==> src/rtl/regfile_sb.sv <==
// regfile_sb: parametrised 2-read/1-write integer register file with a
// per-register busy scoreboard and optional write-to-read bypass.
// Ports:
//   clk, rst               rising-edge clock, synchronous active-high reset
//   w_en, rd_addr, rd      writeback port (also clears the busy bit)
//   r1_addr, r2_addr       read addresses
//   r1_out, r2_out         combinational read data
//   r1_busy, r2_busy       combinational busy bits of the read addresses
//   iss_en, iss_addr       issue port (sets the busy bit)
//   busy_cnt               registered count of busy registers
module regfile_sb #(
  parameter int XLEN   = 32,
  parameter int NREGS  = 32,
  parameter int BYPASS = 1,
  localparam int AW    = $clog2(NREGS)
) (
  input  logic            clk,
  input  logic            rst,
  input  logic            w_en,
  input  logic [AW-1:0]   rd_addr,
  input  logic [XLEN-1:0] rd,
  input  logic [AW-1:0]   r1_addr,
  input  logic [AW-1:0]   r2_addr,
  output logic [XLEN-1:0] r1_out,
  output logic [XLEN-1:0] r2_out,
  output logic            r1_busy,
  output logic            r2_busy,
  input  logic            iss_en,
  input  logic [AW-1:0]   iss_addr,
  output logic [AW:0]     busy_cnt
);

  logic [XLEN-1:0] regs [NREGS];
  logic [NREGS-1:0] busy;

  logic set_ok;
  logic clr_ok;
  logic same;
  logic inc;
  logic dec;

  assign set_ok = iss_en && (iss_addr != '0);
  assign clr_ok = w_en && (rd_addr != '0);
  assign same   = set_ok && clr_ok && (iss_addr == rd_addr);

  // A new producer on the completing register keeps it busy, so that
  // case never decrements.
  assign inc = set_ok && !busy[iss_addr];
  assign dec = clr_ok && busy[rd_addr] && !same;

  always_ff @(posedge clk) begin
    if (rst) begin
      regs     <= '{default: '0};
      busy     <= '0;
      busy_cnt <= '0;
    end else begin
      if (clr_ok) begin
        regs[rd_addr] <= rd;
        busy[rd_addr] <= 1'b0;
      end
      // Placed after the clear so issue wins on the same address.
      if (set_ok) begin
        busy[iss_addr] <= 1'b1;
      end
      if (inc && !dec) begin
        busy_cnt <= busy_cnt + 1'b1;
      end else if (dec && !inc) begin
        busy_cnt <= busy_cnt - 1'b1;
      end
    end
  end

  logic hit1;
  logic hit2;
  logic keep1;
  logic keep2;

  assign hit1  = (BYPASS != 0) && clr_ok && (r1_addr == rd_addr);
  assign hit2  = (BYPASS != 0) && clr_ok && (r2_addr == rd_addr);
  assign keep1 = set_ok && (iss_addr == r1_addr);
  assign keep2 = set_ok && (iss_addr == r2_addr);

  always_comb begin
    r1_out  = '0;
    r1_busy = 1'b0;
    if (r1_addr != '0) begin
      r1_out  = hit1 ? rd : regs[r1_addr];
      r1_busy = (hit1 && !keep1) ? 1'b0 : busy[r1_addr];
    end
  end

  always_comb begin
    r2_out  = '0;
    r2_busy = 1'b0;
    if (r2_addr != '0) begin
      r2_out  = hit2 ? rd : regs[r2_addr];
      r2_busy = (hit2 && !keep2) ? 1'b0 : busy[r2_addr];
    end
  end

endmodule

==> config.mk <==
export PLATFORM = sky130hd
export DESIGN_NAME = regfile_sb
export DESIGN_NICKNAME = d
export VERILOG_FILES = /design/src/rtl/regfile_sb.sv
export SDC_FILE = /design/constraint.sdc
export NUM_CORES = 2
export LEC_CHECK = 0
export BUFFER_PORTS_ARGS = -buffer_cell sky130_fd_sc_hd__buf_4
export CAP_MARGIN = 20
export CORE_AREA = 2 2 547 413
export CTS_CLUSTER_DIAMETER = 100
export DETAILED_ROUTE_END_ITERATION = 12
export DIE_AREA = 0 0 549 415
export PLACE_DENSITY = 0.42
export SYNTH_ARGS = -nofsm -noshare
export SYNTH_HDL_FRONTEND = slang
export SYNTH_SLANG_ARGS = --single-unit
==> constraint.sdc <==
create_clock -name clk -period 12.4 [get_ports clk]
set_clock_uncertainty 0.05 [all_clocks]
set_input_delay 1.86 -clock clk [delete_from_list [all_inputs] [get_ports clk]]
set_output_delay 1.86 -clock clk [all_outputs]
set_load 0.01 [all_outputs]
==> qor.csv <==
metric,value,unit
status,"finished, final reports clean",
synth_edf_count,0,
synth-adder-area-share,0.1488,%
h-tree-depth,3,
clk_latency,0.77,ns
max_cap_viol_count,0,
drc,0,
viasPerCell,5.545,
cts_tree,built,
vias,50050,
peakVddDrop,0.0001129,V
crit_arrival,6.00,ns
synthSimpleGateAreaFrac,16.98,%
setup_viol,0,
endpoint_kind,output pin,
async_flop_share,0,%
synth-seq-cells,1062,
dieWidth,549,µm
synth_mux_area_share,24.72,%
synth_top_area_share,38.32,%
die_h,415,µm
fin_crit,7.913,ns
synth_area_leaders,"dfxtp_1, mux4_2, nand2_1, a21oi_1, mux2i_1",
ys_types,58,
grt_max_degree,191,
routed_wl,277000,µm
grt_pass1_vias,45670,
cts.sinks,1062,
io_pins,128,
worstSetupPathType,input pin to output pin,
setup_tns,0,ns
whs,0.4145,ns
cts_hold_buffers,0,
place_hpwl,151900,µm
final_max_slew_viol_count,0,
synth_area,55480,µm²
avgSynthCellArea,8.827,µm²
antenna_left,0,
syn_inst,6285,
startpoint_type,input pin,
yosysWarnings,0,
cts_buffer_depth,3,
cts_resized,0,
design_area,62330,µm²
layout.nets,6034,
synth-seq-area-share,38.32,%
synth_top_family_by_area,multiplexers,
die-area,227800,µm²
finalWorstSetupSlack,4.487,ns
path_max_fanout,60,
antenna_found_initial,23,
finalHoldViolations,0,
pre_cts_slack,4.595,ns
rsz0062_at_grt,no,
leakage,19.71,nW
initial_core_util,24.97,%
gp_congestion,0.8449,
root_buffer,clkbuf_16,
multi_input_area,31620,µm²
port_buffers,127,
worst_slew_pin_slew,1.263,ns
cts.clk_slew.worst_paths,0.06,ns
drt_iter0_drc,7272,
synthesis.nets,6347,
regArea,21260,µm²
yosys_most_used_dff,dfxtp_1,
required,10.49,ns
grt_overflow,0,
dr.pass1.iters,6,
synth_largest_area_cell,dfxtp_1,
drive_gt1_share,16.78,%
dpl_cell_area,58570,µm²
fmax,0.1264,GHz
core_area,222200,µm²
wl_per_cell,30.69,µm
fill_cells,23330,
powerDensity,125.1,nW/µm²
synthXorXnorAreaFrac,0.4736,%
std_cell_rows,150,
cts_setup_buffers,0,
numCtsBuffers,112,
area_delta_synth_final,12.35,%
grt_pass1_wl,381000,µm
period_share,63.81,%
total_power,7.798,mW
max_slew_margin,15.79,%
grt_use_total,23.59,%
synth-compound-area-share,13.89,%
hold_path_class,register to register,
path summary, 6_finish.rpt:
check | from | endpoint | slack, ns | depth (start not counted)
max reg2reg | busy[3] | busy_cnt[5] | 8.75 | 13
min | regs[296] | regs[296] | 0.41 | 2
min reg2reg | regs[296] | regs[296] | 0.41 | 2
max | r2_addr[1] | r2_out[4] | 4.49 | 10
power breakdown:
group / switching [mW] / internal (mW)
Combinational: 0.553 / 0.224
Clock: 1.58 / 1.98
Sequential: 0.0225 / 3.44
Total: 2.16 / 5.64
synthesized netlist by cell type (5+ instances only):
library cell and n:
buf_1 22, nor3_1 17, nand2_1 2127, buf_4 41, inv_1 10, or2_2 5, buf_8 6, o21ai_1 53
nor4_1 6, a221oi_1 55, clkbuf_1 488, a221o_1 16, buf_6 21, a32oi_1 7, buf_2 75, xor2_1 16
xnor2_1 14, dfxtp_1 1062, a211oi_1 51, a31oi_1 8, ha_1 5, nand2b_1 18, o22ai_1 13, nor2b_1 85
nor2_1 110, and2_1 8, clkbuf_2 8, mux2_2 10, a21oi_1 1058, mux4_2 519, o21ai_0 28, nand3_1 14
mux2i_1 190, a22oi_1 84
routing by layer:
layer | vias up | GRT usage, % | wire (µm)
met5 | - | 0 | 27
met1 | 25550 | 34.16 | 122000
met3 | 431 | 5.435 | 28090
met2 | 2732 | 33.82 | 116400
met4 | 4 | 8.588 | 10520
li1 | 21330 | - | -
flip-flops by register name, indices dropped and copies added, names as in the netlist:
register  flops
regs       1024
busy_cnt      6
busy         32
cell families after synthesis:
kind of cell,after synthesis
buffers and inverters,675
AND/OR/NAND/NOR,2401
flip-flops,1062
adder cells (fa/ha/maj),6
AO/OA/AOI/OAI,1391
XOR/XNOR,30
multiplexers,720
per-stage QoR:
stage | utilization, % | std cells
finish | 28.05 | 9026
global route | 28.05 | 9026
CTS | 28.03 | 9017
detailed placement | 26.36 | 8820
global placement | 26.36 | 8819
floorplan | - | 6285
cell type report:
cell class                      count  area share [%]
Timing Repair Buffer              235           3.143
Inverter                           13         0.08230
Clock inverter                     33          0.7527
Clock buffer                      164           5.211
Tap cell                         2964           5.950
Multi-Input combinational cell   4548           50.72
Antenna cell                        7         0.02810
Sequential cell                  1062           34.11
critical path, cell delays in order:
cell,delay (ns)
buf_8,0.45
buf_4,0.64
buf_4,0.79
mux4_2,0.35
nor2b_1,0.12
a211oi_1,0.07
a211oi_1,0.87
a21oi_1,0.08
o21ai_1,0.37
buf_4,0.20
cell usage in the layout (no fill, tap or decap), drive strengths merged, types with 3 or more instances in the layout:
master  Yosys  layout
a211oi     51      51
a21o        3       3
a21oi    1058    1058
a221o      16      16
a221oi     55      55
a22oi      84      84
a31oi       8       8
a32oi       7       7
and2        9       9
buf       166     234
bufinv      0       8
clkbuf    496     165
clkinv      2      23
dfxtp    1062    1062
diode       0       7
ha          5       5
inv        11      15
mux2       11      11
mux2i     190     190
mux4      519     519
nand2    2127    2127
nand2b     18      18
nand3      14      14
nor2      110     110
nor2b      85      85
nor3       17      17
nor4        6       6
o21ai      81      81
o22ai      13      13
o31ai       4       4
or2         8       8
xnor2      14      14
xor2       16      16
No activity file was read; power rests on OpenSTA's default activity.
